<file path="src/rtl/sap1_control_sequencer.sv">
// SAP-1 control sequencer: one-hot T1..T6 ring counter, HALT trap and control-word decoder.
// Optional JMP/JZ instructions are compiled in when the SAP1_JMP_EN macro is defined.
module sap1_control_sequencer #(
    parameter logic [3:0] OP_LDA = 4'h0,
    parameter logic [3:0] OP_ADD = 4'h1,
    parameter logic [3:0] OP_SUB = 4'h2,
    parameter logic [3:0] OP_OUT = 4'hE,
    parameter logic [3:0] OP_HLT = 4'hF
) (
    input  logic       clk,
    input  logic       rst_n,
    input  logic       ena,
    input  logic [3:0] opcode,
    input  logic       zero_flag,
    output logic       pc_inc,
    output logic       pc_out,
    output logic       pc_load,
    output logic       mar_load,
    output logic       ram_out,
    output logic       ir_load,
    output logic       ir_out,
    output logic       a_load,
    output logic       a_out,
    output logic       b_load,
    output logic       alu_sub,
    output logic       alu_out,
    output logic       out_load,
    output logic [5:0] tstate,
    output logic       halted
);

    typedef enum logic [5:0] {
        ST_HALT = 6'b000000,
        ST_T1   = 6'b000001,
        ST_T2   = 6'b000010,
        ST_T3   = 6'b000100,
        ST_T4   = 6'b001000,
        ST_T5   = 6'b010000,
        ST_T6   = 6'b100000
    } state_e;

`ifdef SAP1_JMP_EN
    localparam logic [3:0] OP_JMP = 4'h3;
    localparam logic [3:0] OP_JZ  = 4'h4;
`else
    logic unused_zero_flag_s;
    assign unused_zero_flag_s = zero_flag;
`endif

    state_e state_q, state_d;
    logic   halted_q, halted_d;

    // Next state: advance on enabled edges, trap into HALT when T4 sees HLT
    always_comb begin
        state_d  = state_q;
        halted_d = halted_q;
        if (ena && !halted_q) begin
            case (state_q)
                ST_T1: state_d = ST_T2;
                ST_T2: state_d = ST_T3;
                ST_T3: state_d = ST_T4;
                ST_T4: begin
                    if (opcode == OP_HLT) begin
                        state_d  = ST_HALT;
                        halted_d = 1'b1;
                    end else begin
                        state_d = ST_T5;
                    end
                end
                ST_T5: state_d = ST_T6;
                ST_T6: state_d = ST_T1;
                default: state_d = ST_T1;
            endcase
        end else begin
            state_d  = state_q;
            halted_d = halted_q;
        end
    end

    // State and halt registers
    always_ff @(posedge clk or negedge rst_n) begin
        if (!rst_n) begin
            state_q  <= ST_T1;
            halted_q <= 1'b0;
        end else begin
            state_q  <= state_d;
            halted_q <= halted_d;
        end
    end

    assign tstate = state_q;
    assign halted = halted_q;

    // Control decode; rst_n gating keeps T1 strobes quiet while reset is held
    always_comb begin
        pc_inc   = 1'b0;
        pc_out   = 1'b0;
        pc_load  = 1'b0;
        mar_load = 1'b0;
        ram_out  = 1'b0;
        ir_load  = 1'b0;
        ir_out   = 1'b0;
        a_load   = 1'b0;
        a_out    = 1'b0;
        b_load   = 1'b0;
        alu_sub  = 1'b0;
        alu_out  = 1'b0;
        out_load = 1'b0;
        if (ena && rst_n && !halted_q) begin
            case (state_q)
                ST_T1: begin
                    pc_out   = 1'b1;
                    mar_load = 1'b1;
                end
                ST_T2: pc_inc = 1'b1;
                ST_T3: begin
                    ram_out = 1'b1;
                    ir_load = 1'b1;
                end
                ST_T4: begin
                    case (opcode)
                        OP_LDA, OP_ADD, OP_SUB: begin
                            ir_out   = 1'b1;
                            mar_load = 1'b1;
                        end
                        OP_OUT: begin
                            a_out    = 1'b1;
                            out_load = 1'b1;
                        end
`ifdef SAP1_JMP_EN
                        OP_JMP: begin
                            ir_out  = 1'b1;
                            pc_load = 1'b1;
                        end
                        OP_JZ: begin
                            ir_out  = zero_flag;
                            pc_load = zero_flag;
                        end
`endif
                        default: ;
                    endcase
                end
                ST_T5: begin
                    case (opcode)
                        OP_LDA: begin
                            ram_out = 1'b1;
                            a_load  = 1'b1;
                        end
                        OP_ADD, OP_SUB: begin
                            ram_out = 1'b1;
                            b_load  = 1'b1;
                            alu_sub = (opcode == OP_SUB);
                        end
                        default: ;
                    endcase
                end
                ST_T6: begin
                    case (opcode)
                        OP_ADD, OP_SUB: begin
                            alu_out = 1'b1;
                            a_load  = 1'b1;
                            alu_sub = (opcode == OP_SUB);
                        end
                        default: ;
                    endcase
                end
                default: ;
            endcase
        end else begin
            pc_inc = 1'b0;
        end
    end

endmodule
</file>
<file path="config.mk">
export PLATFORM = sky130hd
export DESIGN_NAME = sap1_control_sequencer
export DESIGN_NICKNAME = d
export VERILOG_FILES = /design/src/rtl/sap1_control_sequencer.sv
export SDC_FILE = /design/constraint.sdc
export NUM_CORES = 1
export LEC_CHECK = 0
export ABC_AREA = 1
export CAP_MARGIN = 20
export CORE_MARGIN = 8
export CORE_UTILIZATION = 35
export CTS_CLUSTER_SIZE = 40
export DETAILED_ROUTE_END_ITERATION = 7
export PLACE_DENSITY = 0.73
export SYNTH_ARGS = -nofsm -noshare
export SYNTH_HDL_FRONTEND = slang
export SYNTH_SLANG_ARGS = --single-unit
export TNS_END_PERCENT = 100
</file>
<file path="constraint.sdc">
create_clock -name clk -period 1.02 [get_ports clk]
set_clock_uncertainty 0.05 [all_clocks]
set_input_delay 0.102 -clock clk [delete_from_list [all_inputs] [get_ports clk]]
set_output_delay 0.102 -clock clk [all_outputs]
set_load 0.01 [all_outputs]
</file>
; Word level (Yosys, flattened, before mapping)
; Cells that the tools add are included.
[totals]
output_inout_bits = 20
regBits = 7
input_bits = 8
[op_classes]
n_eq_ne = 10
muxes = 29
n_reduce_logical = 9
[ops]
columns = operator, count
row1 = $pmux 6 s5, 1
row2 = $mux 1, 24
row3 = $eq 4x4->1 const B, 2
row4 = $eq 6x1->1 const B, 1
row5 = $eq 6x2->1 const B, 1
row6 = $eq 6x3->1 const B, 1
row7 = $eq 6x4->1 const B, 1
row8 = $eq 6x5->1 const B, 1
row9 = $eq 6x6->1 const B, 1
row10 = $pmux 1 s2, 3
row11 = $mux 5, 1
row12 = $eq 4x1->1 const B, 1
row13 = $eq 4x2->1 const B, 1
row14 = $logic_not 4->1, 1
row15 = $reduce_or 2->1, 2
row16 = $logic_and 1x1->1, 3
row17 = $reduce_and 3->1, 1
row18 = $reduce_or 3->1, 1
row19 = $logic_not 1->1, 1

; Longest topological paths before layout
[logic_depth]
depth_word = 5
mapped_depth = 7

; Least setup slack after synthesis
; No wires, ideal clock.
[synth_timing]
path_type = register -> output
from = register halted_q (netlist: halted)
to = output out_load
t_arrival_ps = 1276
path_stages_with_launch = 7
path_slack_ps = -408
path_cell_list = dfrtp_1 inv_2 nand2_2 nor2_2 inv_2 nor3_1 buf_4
[synth_via]
elab_chain_cells = 3
[synth_lines]
columns = item, line
row1 = "start, declared", 51  ; logic halted_q, halted_d;
row2 = "start signal, assigned", 87  ; halted_q <= halted_d;
row3 = $logic_not 1->1, 109  ; if (ena && rst_n && !halted_q) begin
row4 = $logic_and 1x1->1, 109
row5 = $mux 1, -
row6 = "end, declared", 27  ; output logic out_load,
; No other way between the ends.

; Final worst setup path
[layout_timing]
from = register halted_q (netlist: halted)
to = output mar_load
[layout_via]
elab_chain_cells = 3
[layout_lines]
columns = item, line
row1 = $logic_not 1->1, 109
row2 = $logic_and 1x1->1, 109
row3 = $mux 1, 109
row4 = "end, declared", 18  ; output logic mar_load,
; No other way between the ends.

==> impl_metrics.csv <==
group,metric,value,unit
run_status,outcome,"finished, violations left",
run_status,violations,"setup timing",
placement,placed_area,1050,sq um
yosys,avgSynthCellArea,6.67,sq um
yosys,synthFlopType,"dfrtp_1",
yosys,synth_cell_types,20,
clock_network,cts_tree,"built",
layout,insertedDiodeCount,0,
layout,nets,171,
worst_setup_path,crit_arrival,1.59,ns
floorplan,rows,14,
placement,port_buffers,25,
power_and_ir_drop,p_int,0.463,mW
clock_network,clockRootBuffer,"clkbuf_4",
worst_setup_path,crit_path_cell_trace,"inv_2 -> nand2_4 -> buf_6 -> inv_4 -> nand4_1 -> buf_4 -> o21ai_2 -> buf_2",
drt,first_pass_iters,4,
drt,wl_per_cell,21.4,um
clock_network,htree_num_levels,1,
clock_network,hold_buffers,0,
floorplan,core,1520,sq um
layout,final_core_util,0.948,
worst_setup_path,ff2ff_path_depth,12,
floorplan,fp.dieW,56.7,um
clock_network,clkTransAtPathRegs,0.06,ns
grt,grt_pass1_vias,948,
timing,rsz0062_at_grt,"true",
worst_setup_path,worst_path_max_delay_cell,"dfrtp_1",
layout,drive_gt1_frac,0.728,
yosys,syn_area,581,sq um
power_and_ir_drop,clkPwrFrac,0.431,
power_and_ir_drop,power,0.621,mW
power_and_ir_drop,pwr-share-seq,0.447,
timing,fin_tns_setup,-11.61,ns
grt,grt-busiest-layer,"met2",
floorplan,die_y,56.7,um
grt,grt_overflow_total,0,
placement,gp_congestion,0.873,
yosys,synth_nets,95,
floorplan,die_area,3220,sq um
grt,grt_util_met1,0.186,
floorplan,io_pins,28,
yosys,synth-edff-count,0,
power_and_ir_drop,p_leak,0.755,nW
min_path,hold_class,"in -> async",
drt,viasPerCell,5.56,
power_and_ir_drop,switching_share,0.255,
power_and_ir_drop,peakVddDrop,578,uV
timing,max_clock_freq,574,MHz
worst_setup_path,crit_path_end_kind,"output port",
power_and_ir_drop,p_switching,0.159,mW
timing,fin_hold_ws,0.108,ns
worst_setup_path,worst-setup-path-type,"reg -> out",
floorplan,initial_core_util,0.381,
timing,period_share,1.71,
power_and_ir_drop,power_density,430,nW/um^2
layout,stdcell_area,1450,sq um
drt,dr.first_iter.drc_count,50,
yosys,async_flop_share,1.00,
yosys,ys_ff_latch,7,
worst_setup_path,start_kind,"flop",
grt,antenna_found_initial,0,
drt,vias,990,
timing,hold_viol,0,
timing,fin_ws,-0.723,ns
grt,use_met3,0.0427,
clock_network,cts_sinks,7,
grt,grt_pass1_wl,4.59,mm
layout,area_growth,149,%
timing,setup_viol,25,
worst_setup_path,worst-path-buf-inv,5,
worst_setup_path,r2r-start,"tstate[0]",
grt,grt_util_all_layers,0.173,
flow_run,drv_cap,0,
yosys,yosysWarnings,0,
yosys,synthCells,87,
grt,grt_max_degree,8,
worst_setup_path,cp.required,0.87,ns
clock_network,cts_made_buffers,3,
timing,post-route-min-period,1.74,ns
clock_network,clock_path_buffers,2,
clock_network,clk_latency,0.26,ns
worst_setup_path,critPathTopFamily,"buffers and inverters",
worst_setup_path,r2r-end,"tstate[0]",
power_and_ir_drop,p_comb_frac,0.121,
drt,ant_nets,0,
worst_setup_path,crit_fanout,3,
drt,drcViolationCount,0,
drt,drt-total-wl,3.82,mm
grt,grtUsageMet2,0.309,
timing,drv_slew,0,
yosys,synth_seq_area_share,0.304,
placement,place_hpwl,1.67,mm
worst_setup_path,slowest_delay,0.40,ns
worst_setup_path,rrSetupSlack,-0.58,ns
[cell usage in the layout (no fill, tap or decap), types with 4 or more instances in the layout]
master / netlist / routed
buf_6: 1 / 35
inv_1: 10 / 9
clkdlybuf4s50_1: 0 / 6
buf_2: 0 / 11
nor2_4: 3 / 9
inv_2: 6 / 4
dfrtp_2: 0 / 4
nand4_1: 4 / 4
nand2_2: 1 / 5
nand2_1: 21 / 15
nor2_2: 6 / 6
buf_4: 2 / 21
[final cells by class]
| class | count | area (sq um) |
|---|---|---|
| timing repair buffer | 74 | 687 |
| multi-input combinational | 61 | 463 |
| sequential | 7 | 181 |
| fill | 41 | 78.8 |
| inverter | 16 | 67.6 |
| clock buffer | 4 | 26.3 |
| tap | 16 | 20.0 |
[timing repair]
action | in CTS | in global routing
pin swaps | 13 | 13
buffers inserted | 19 | 15
resized for setup | 107 | 33
setup endpoints to repair | 26 | 25
[metrics by stage]
stage	setup WS, ns	cells
4_1_cts	-0.648	168
3_3_place_gp	-0.829	147
3_5_place_dp	-0.860	147
2_1_floorplan	-0.216	87
5_1_grt	-0.770	178
6_report	-0.723	178
[Yosys cell counts (3+ instances only)]
library cell | instances | area (sq um)
dfrtp_1 | 6 | 150
nor2_4 | 3 | 33.8
nor2_1 | 9 | 33.8
inv_2 | 6 | 22.5
nor2_2 | 6 | 37.5
nand3_1 | 4 | 20.0
nand2_1 | 21 | 78.8
o21ai_1 | 4 | 20.0
nand4_1 | 4 | 25.0
nand3_2 | 3 | 30.0
inv_1 | 10 | 37.5
[sequential cells by signal (all words and copies together), names as in the netlist]
signal / flops
halted: 1
tstate: 6
[worst max-delay path by stage]
| stage | from | endpoint | slack, ns | depth (start not counted) |
|---|---|---|---|---|
| finish | halted | mar_load | -0.72 | 8 |
| detailed placement | rst_n | b_load | -0.86 | 8 |
| CTS | tstate[0] | mar_load | -0.65 | 6 |
| global route | halted | mar_load | -0.77 | 8 |
| global placement | rst_n | b_load | -0.83 | 8 |
| floorplan | tstate[4] | out_load | -0.22 | 4 |
[per-layer routing]
layer / vias up / part of all wire / wire length (um)
met3: 27 / 0.071 / 270
met2: 58 / 0.47 / 1800
met4: 0 / 0.061 / 231
li1: 421 / - / -
met1: 484 / 0.40 / 1520
met5: - / 0 / 0
[kinds of logic (layout without fill, tap and decap cells)]
| family | after synthesis | after routing | synth area share |
|---|---|---|---|
| other cells | 1 | 1 | 0.00646 |
| flops | 7 | 7 | 0.304 |
| compound gates | 7 | 7 | 0.0668 |
| simple gates | 53 | 53 | 0.474 |
| buf+inv | 19 | 94 | 0.149 |
[worst reg2reg max path, cell delays in order, from the launching register on]
cell and delay (ns):
dfstp_2 0.55, inv_2 0.06, nor2_4 0.10, buf_6 0.11, buf_6 0.08, buf_6 0.08, buf_6 0.08, buf_6 0.08
nand3_2 0.07, nand2_2 0.09, nor2_2 0.04, nand2_1 0.10, nand2_1 0.07
[power by group through the flow]
stage,registers (mW),clock network (mW),logic (mW)
floorplan,0.283,0,0.0202
global placement,0.283,0,0.0629
detailed placement,0.283,0,0.0649
CTS,0.278,0.256,0.0665
global route,0.278,0.278,0.0794
finish,0.278,0.268,0.0754
Power figures use the tool's default switching activity.
